===== src/rtl/rf_pkg.sv =====
// Shared types and default parameter values for the integer register file.
package rf_pkg;

  typedef enum logic {
    SWEEP,
    READY
  } rf_state_e;

  localparam int          XLEN_D      = 32;
  localparam int          NREG_D      = 32;
  localparam logic [31:0] SP_INIT_D   = 32'h2ffc;
  localparam int          HALT_REG_D  = 17;
  localparam int          HALT_CODE_D = 10;

endpackage


===== src/rtl/rf_read_port.sv =====
// One register-file read port: x0 forces zero, optional same-cycle write forwarding.
module rf_read_port #(
  parameter int XLEN   = 32,
  parameter int AW     = 5,
  parameter bit BYPASS = 1'b1
) (
  input  logic            enable,
  input  logic [AW-1:0]   addr,
  input  logic [XLEN-1:0] rf_data,
  input  logic            write_enable,
  input  logic [AW-1:0]   rd,
  input  logic [XLEN-1:0] rd_din,
  output logic [XLEN-1:0] dout
);

  // NOTE: every path assigns dout after a default, so no latch is inferred.
  always_comb begin
    dout = '0;
    if (enable && addr != '0) begin
      if (BYPASS && write_enable && rd == addr) dout = rd_din;
      else                                      dout = rf_data;
    end
  end

endmodule


===== src/rtl/param_register_file.sv =====
// Parametrised integer register file with reset sweep, write->read bypass and ecall halt flag.
module param_register_file
  import rf_pkg::*;
#(
  parameter int              XLEN      = XLEN_D,
  parameter int              NREG      = NREG_D,
  parameter int              NRD       = 2,
  parameter bit              BYPASS    = 1'b1,
  parameter int              SP_IDX    = 2,
  parameter logic [XLEN-1:0] SP_INIT   = XLEN'(SP_INIT_D),
  parameter int              HALT_REG  = HALT_REG_D,
  parameter int              HALT_CODE = HALT_CODE_D,
  localparam int             AW        = $clog2(NREG)
) (
  input  logic                clk,
  input  logic                reset,
  input  logic [NRD*AW-1:0]   rs_addr,
  output logic [NRD*XLEN-1:0] rs_dout,
  input  logic [AW-1:0]       rd,
  input  logic [XLEN-1:0]     rd_din,
  input  logic                write_enable,
  input  logic                is_ecall,
  output logic                is_halted,
  output logic                init_busy
);

  localparam logic [AW-1:0] HALT_ADDR = AW'(HALT_REG);

  rf_state_e       state, state_next;
  logic [AW-1:0]   cnt;
  logic [XLEN-1:0] rf [NREG];
  logic            ready;
  logic            wr_ok;
  logic            sweep_last;
  logic [XLEN-1:0] halt_val;

  assign ready      = (state == READY);
  assign wr_ok      = ready && write_enable;
  assign sweep_last = (cnt == AW'(NREG - 1));
  assign init_busy  = !ready;

  // NOTE: sequential state uses non-blocking assignments so all flops update together.
  always_ff @(posedge clk) begin
    if (reset) state <= SWEEP;
    else       state <= state_next;
  end

  always_comb begin
    state_next = state;
    case (state)
      SWEEP: if (sweep_last) state_next = READY;
      READY: state_next = READY;
    endcase
  end

  // Counter parks at NREG-1 instead of wrapping; reset restarts it.
  always_ff @(posedge clk) begin
    if (reset)                        cnt <= '0;
    else if (!ready && !sweep_last)   cnt <= cnt + 1'b1;
  end

  // NOTE: the storage array has no reset branch; the post-reset sweep clears it one entry per cycle.
  always_ff @(posedge clk) begin
    if (!reset) begin
      if (!ready)                   rf[cnt] <= (cnt == AW'(SP_IDX)) ? SP_INIT : '0;
      else if (wr_ok && rd != '0)   rf[rd]  <= rd_din;
    end
  end

  always_ff @(posedge clk) begin
    if (reset)                                                is_halted <= 1'b0;
    else if (ready && is_ecall && halt_val == XLEN'(HALT_CODE)) is_halted <= 1'b1;
  end

  for (genvar k = 0; k < NRD; k++) begin : g_rd
    logic [AW-1:0] addr;
    assign addr = rs_addr[k*AW +: AW];

    rf_read_port #(
      .XLEN   (XLEN),
      .AW     (AW),
      .BYPASS (BYPASS)
    ) u_port (
      .enable       (ready),
      .addr         (addr),
      .rf_data      (rf[addr]),
      .write_enable (wr_ok),
      .rd           (rd),
      .rd_din       (rd_din),
      .dout         (rs_dout[k*XLEN +: XLEN])
    );
  end

  // Halt inspection sees exactly what a normal read of HALT_REG would return.
  rf_read_port #(
    .XLEN   (XLEN),
    .AW     (AW),
    .BYPASS (BYPASS)
  ) u_halt_port (
    .enable       (ready),
    .addr         (HALT_ADDR),
    .rf_data      (rf[HALT_ADDR]),
    .write_enable (wr_ok),
    .rd           (rd),
    .rd_din       (rd_din),
    .dout         (halt_val)
  );

endmodule


===== config.mk =====
export PLATFORM = sky130hd
export DESIGN_NAME = param_register_file
export DESIGN_NICKNAME = d
export VERILOG_FILES = /design/src/rtl/rf_pkg.sv /design/src/rtl/rf_read_port.sv /design/src/rtl/param_register_file.sv
export SDC_FILE = /design/constraint.sdc
export NUM_CORES = 1
export LEC_CHECK = 0
export ABC_CLOCK_PERIOD_IN_PS = 9800
export BUFFER_PORTS_ARGS = -buffer_cell sky130_fd_sc_hd__clkbuf_2
export CAP_MARGIN = 20
export CORE_AREA = 4 4 342 378
export CTS_BUF_LIST = sky130_fd_sc_hd__clkbuf_16
export CTS_CLUSTER_SIZE = 16
export DETAILED_ROUTE_END_ITERATION = 8
export DIE_AREA = 0 0 346 382
export SYNTH_ARGS = -nofsm -noshare
export SYNTH_HDL_FRONTEND = slang
export SYNTH_SLANG_ARGS = --single-unit

===== constraint.sdc =====
create_clock -name clk -period 9.8 [get_ports clk]
set_input_delay 1.96 -clock clk [delete_from_list [all_inputs] [get_ports clk]]
set_output_delay 1.96 -clock clk [all_outputs]
set_load 0.005 [all_outputs]

==> results.md, run 1 <==
- Status: completed
- Vias in the first global route: 31200
- Maximum vdd drop: 132 uV
- Vias: 30800
- Setup ws final: 2.11 ns
- Yosys warns: 0
- LEAKAGE: 18.1 nW
- Ys flop type: edfxtp_1
- Largest delay share family, worst path: buffers and inverters
- Hold path depth: 2
- HPWL Detailed: 87700 microns
- Place WS: approximately 2.3 ns
- Minimum clock period: 7.69 ns
- Cell Pwr Density: 171 nW/um^2
- Pin count of the biggest net entering global routing: between 100 and 150
- Global route overflow: 0
- WHS Endpoint: is_halted
- Setup TNS: 0 ns
- Critical path launch point type: input pin
- Most used routing layer in global routing: met2
- CP cell instances: clkbuf_2 -> buf_4 -> inv_4 -> nand3_2 -> buf_4 -> o22a_1 -> o21ai_1 -> a221o_1 -> clkbuf_2
- Simple-gate area share of the yosys netlist: 1.98%
- Final Cell Area: 55500 sq um
- R2R setup slack: 5.50 ns
- Wire per inst: 34.4 microns
- Row Count: 136
- Global placement routability congestion: 0.827
- Worst flop-to-flop path startpoint: ready
- Die width: 346 microns
- Slew HR: 20.7%
- Post-synthesis sequential area ratio: 61.9%
- Post-DRT Antenna Nets: 0
- Num CTS Buffers: 107
- Critical Path Sink Type: primary output
- Synth unique cells: 66
- Area grow syn2layout: 11.1%
- Multiplexer share of the synthesized area: 22.9%
- Total Routing Usage GR: between 20% and 30%
- CTS tree: yes
- Routed vias/inst: ~6.6
- Worst hold slack: approximately 0.47 ns
- DIE HEIGHT: 382 microns
- Cell Area, Synth: 49900 sq um
- First-pass iteration count of the detailed router: 8
- Leading cell type in the layout, fill and taps excluded: edfxtp_1
- N_diodes: 0
- I/O pin count: approximately 120
- Critical Path RT: 7.84 ns
- Crit Path Max Fanout: 32
- Worst Max-Slew Pin Slew: 1.19 ns
- Setup bufs post-CTS: 0
- IO Port Bufs: 116
- Dpl cell area: 52100 sq um
- Kind of critical path: in -> out
- Period utilisation layout: between 70% and 80%
- # resized after CTS: 0
- M3 GR Usage: 4.86%
- Commonest non-fill, non-tap cells in the layout: edfxtp_1 (1024), mux2i_1 (416), mux4_2 (322)
- RSZ-0062 raised after global routing: false
- Starting DRT DRC Count: 3663
- Initial antenna violation count: 6
- Root buffer cell: clkbuf_16
- H-Tree Depth: 3
- DIE AREA: ~130000 sq um
- Worst Skew: 0.0241 ns
- Remaining DRCs: 0
- R2r endpoint: rf[7][22]
- Hold Fails Final Rpt: 0
- Post-synth net total: 2896
- Number of max-cap violations: 0
- GR Layer Usage met2: 37.8%
- Synth Area in Adders: less than 1%
- Core Box Area: 125000 sq um
- Worst-case reg-to-reg path depth: 7
- CTS Sinks: 1031
- Clock Latency Late Sink: between 0.7 and 0.8 ns
- Slew Viols, Final: 0
- Hold Crit Class: reg -> reg
- Nets: 2960
- Detailed Route WL: approximately 160000 microns
- Crit-path slowest cell: nand3_2
- Largest family of logic cells by synthesized area: multiplexers
- Largest stage delay, worst path: between 0.7 and 0.8 ns
- Seq cells post-synth: 1031
- CTS clock-pin slew for the worst setup and hold paths: 0.06 ns
- Avg Inst Size Synth: approximately 18 sq um
- # hold bufs at CTS: 0
- Synth Area in Compound Gates: 9.90%
- Ys async rst share: 0%
- First-pass GRT wire length: 227000 microns
- Worst-case clock buffer depth: 3
- Hold Crit Start: is_halted
- Number of synthesized flops with an enable pin: about 1000
- Mapped Cells: 2842
- CP bufs+invs: 5
- Worst Path Arrival: 5.73 ns
- FMAX: ~130 MHz
- XOR/XNOR share of the synthesized area: 0.228%
- Count of final setup violators: 0
- Starting Density: 40.0%
- Ratio of cells with drive above 1 in the final layout: roughly 25%
- GR Layer Usage met1: 32.4%
-- worst max-delay path by stage --
stage	slack [ns]	start	to	cells after the start
global route	2.13	rs_addr[9]	rs_dout[33]	9
global placement	2.29	rs_addr[9]	rs_dout[33]	9
floorplan	4.35	rs_addr[6]	rs_dout[42]	7
CTS	2.28	rs_addr[9]	rs_dout[33]	9
detailed placement	2.26	rs_addr[9]	rs_dout[33]	9
finish	2.11	rs_addr[9]	rs_dout[33]	9
-- state kept, by name (all words and copies together) (netlist names) --
signal and flops:
is_halted 1, rf 1024, cnt 5, ready 1
-- area by class of cell --
| cell class | count | area (sq um) |
|---|---|---|
| multi-input cells | 1564 | 17800 |
| clock inverters | 93 | 668 |
| well taps | 1656 | 2070 |
| flip-flops and latches | 1031 | 30900 |
| clock buffers | 107 | 2680 |
| inverters | 8 | 32.5 |
| repair buffers | 194 | 1290 |
| fillers | 10700 | 69400 |
-- metrics by stage --
step | utilization [%] | instances | power, mW
6_report | 44.4 | 4653 | 9.50
2_1_floorplan | - | 2842 | 5.46
3_3_place_gp | 41.7 | 4448 | 5.66
4_1_cts | 44.4 | 4649 | 9.54
5_1_grt | 44.4 | 4653 | 9.77
3_5_place_dp | 41.7 | 4449 | 5.67
-- worst reg2reg max path, cell delays in order, from the launching register on --
cell and delay [ns]:
dfxtp_1 0.67, and3b_1 0.42, o21a_2 0.21, buf_4 0.60
mux2_2 0.33, nand2_1 0.24, nor2_4 0.79, buf_4 0.60
-- synth_stat cells, types with 9 or more instances --
cell         n  area (sq um)
a211o_1     31           272
a211oi_1    64           480
a21boi_0    13          97.6
a21boi_1    18           135
a21o_1      12          90.1
a21oi_1     98           490
a221o_1     31           310
a221oi_1   129          1130
a221oi_2    27           405
a22oi_1     63           473
and2_1      22           138
buf_2       79           395
buf_4       31           233
buf_6       40           450
clkbuf_1    80           300
edfxtp_1  1024         30700
mux2i_1    416          4160
mux4_2     322          7250
nand2_1     21          78.8
nor2_1      41           154
nor2b_1     33           206
nor4_1      15          93.8
o21ai_0      9          45.0
o21ai_1     26           130
o21bai_1    62           465
o22a_1      31           272
xnor2_1      9          78.8
-- kinds of logic after synthesis --
kind of cell	count (synthesis)
compound gates	630
xor+xnor	13
fa+ha+maj	3
buf+inv	247
flops	1031
mux	741
simple gates	177
-- per-layer routing --
layer  part of all wire, %  wire length (microns)
met5                     0                      0
met4                   3.3                   5270
met3                   9.6                  15300
met2                    47                  75600
met1                    40                  63700
-- power by group --
group          total (mW)  internal [mW]  leakage (nW)  switching (mW)
Combinational       0.710          0.269          7.52           0.442
Clock                3.92           2.17          1.73            1.75
Sequential           4.87           4.86          8.84          0.0143
Total                9.50           7.30          18.1            2.20
Note: power is estimated with default switching activity, not from simulation.
==> run 2: changes to the inputs <==
- ABC_CLOCK_PERIOD_IN_PS: 9800 -> 6700
- clock period: 9.8 -> 6.7 ns (I/O delays scaled with it)
==> run 2 against run 1 <==
Worst setup slack worse by 1.1 ns. Sequential power grew 46%. Non-clock buffer count is 41 higher. Final cell count grew 0.97%. Sequential share of layout area fell by 0.99 points. Routed wire length is 4.3% higher. Clock power is 58% higher. First-iteration DRC count rose by 5.0%. Worst hold slack worse by 0.0064 ns. Total power grew 52%. Core utilization increased by 0.80 points. Flip-flop and latch count stayed put.
==> results.md, run 2 (synthesized netlist as in run 1, its figures left out) <==
- RSZ-0062 raised after global routing: false
- Commonest non-fill, non-tap cells in the layout: edfxtp_1 (1024), mux2i_1 (416), mux4_2 (322)
- Largest Register: rf
- # resized after CTS: 0
- R2R setup slack: 2.02 ns
- Root buffer cell: clkbuf_16
- Area grow syn2layout: 13.1%
- Crit-path slowest cell: buf_4
- CTS tree: yes
- Worst-case reg-to-reg path depth: 7
- Slew HR: 22.5%
- Place WS: ~1.2 ns
- Core Box Area: 125000 sq um
- CP bufs+invs: 3
- # hold bufs at CTS: 0
- Kind of critical path: in -> out
- Routed vias/inst: around 6.7
- Die width: 346 microns
- Cell Pwr Density: 255 nW/um^2
- Minimum clock period: 5.65 ns
- Filler instances: roughly 11000
- First-pass iteration count of the detailed router: 5
- Starting DRT DRC Count: 3845
- Leading cell type in the layout, fill and taps excluded: edfxtp_1
- Setup bufs post-CTS: 0
- Critical Path Sink Type: primary output
- Clock Latency Late Sink: 0.73 ns
- Hold path depth: 2
- Maximum vdd drop: 207 uV
- Critical Path RT: 5.36 ns
- CTS Sinks: 1031
- Count of final setup violators: 0
- Initial antenna violation count: 7
- I/O pin count: 117
- Hold Crit Class: reg -> reg
- R2r endpoint: rf[2][27]
- Worst hold slack: 0.460 ns
- Multi-input logic area: 17800 sq um
- Status: completed
- IO Port Bufs: approximately 120
- Worst Setup SP: rs_addr[0]
- HPWL Detailed: 98800 microns
- Detailed Route WL: around 170000 microns
- H-Tree Depth: 3
- Largest delay share family, worst path: buffers and inverters
- Setup ws final: 1.05 ns
- Sequential cell area: ~30000 sq um
- Vias in the first global route: 31800
- FMAX: 177 MHz
- Largest stage delay, worst path: 0.70 ns
- Hold Fails Final Rpt: 0
- Crit Path Max Fanout: between 40 and 50
- Post-DRT Antenna Nets: 0
- Largest registers: rf: 1024 flops, cnt: 5 flops
- Vias: ~32000
- DIE HEIGHT: 382 microns
- Worst flop-to-flop path startpoint: ready
- First-pass GRT wire length: 235000 microns
- Starting Density: 40.0%
- Total Routing Usage GR: 24.6%
- Largest register FFs: 1024
- Worst Path Arrival: 4.31 ns
- Wire per inst: 35.5 microns
- Critical path launch point type: input pin
- Tot Pwr: 14.4 mW
- Worst Skew: 0.0335 ns
- Pin count of the biggest net entering global routing: 96
- Row Count: 136
- Period utilisation layout: 84.3%
- Hold Crit Start: is_halted
- Slew Viols, Final: 0
- Remaining DRCs: 0
- Global route overflow: 0
- Ratio of cells with drive above 1 in the final layout: 26.2%
- Critical path depth: 8
- DIE AREA: 132000 sq um
- Setup TNS: 0 ns
- Number of max-cap violations: 0
- Nets: 3003
- Worst Max-Slew Pin Slew: 1.16 ns
- Worst setup path end: rs_dout[15]
- Global placement routability congestion: 0.850
- LEAKAGE: 18.5 nW
- CTS clock-pin slew for the worst setup and hold paths: 0.06 ns
- Worst-case clock buffer depth: 3
- CP cell instances: buf_8 -> xnor2_1 -> nand4_1 -> o31ai_4 -> buf_4 -> a211oi_1 -> a211o_1 -> clkbuf_2
- Num CTS Buffers: ~110
==> run 2: worst min path at each step <==
stage	end	slack (ns)
after detailed placement	is_halted	0.46
final	is_halted	0.46
after CTS	is_halted	0.47
after floorplan	is_halted	0.44
after global routing	is_halted	0.49
after global placement	is_halted	0.45
==> run 2: stage by stage <==
stage               cell area (sq um)  std cells  util, %
finish                          56500       4698     45.2
CTS                             56400       4694     45.1
global placement                52800       4491     42.2
global route                    56500       4697     45.2
detailed placement              52800       4491     42.2
floorplan                       49900       2842        -
==> run 2: worst reg2reg max path, cell delays in order, from the launching register on <==
cell and delay (ns):
dfxtp_1 0.75, and3b_1 0.45, o21a_2 0.61, buf_4 0.61, mux2_2 0.28, nand2_1 0.23, nor2_4 0.96, buf_4 0.44
==> run 2: final cells by class <==
cell class / instances / area share (%)
antenna: 1 / 0.00443
clock buffer: 112 / 4.96
clock inverter: 91 / 1.46
inverter: 8 / 0.0576
multi-input combinational: 1564 / 31.6
sequential: 1031 / 54.7
tap: 1656 / 3.67
timing repair buffer: 235 / 3.55
==> run 2: layer usage <==
layer | vias up | track usage, % | routed length (microns)
li1 | 12400 | - | -
met1 | 16800 | 33.1 | 65600
met2 | 1894 | 39.5 | 78500
met3 | 386 | 4.92 | 15800
met4 | 0 | 9.73 | 6760
met5 | - | 0 | 0
==> run 2: power by group <==
part | switching [mW] | internal (mW)
registers | 0.0221 | 7.11
logic | 0.682 | 0.414
clock network | 2.59 | 3.59
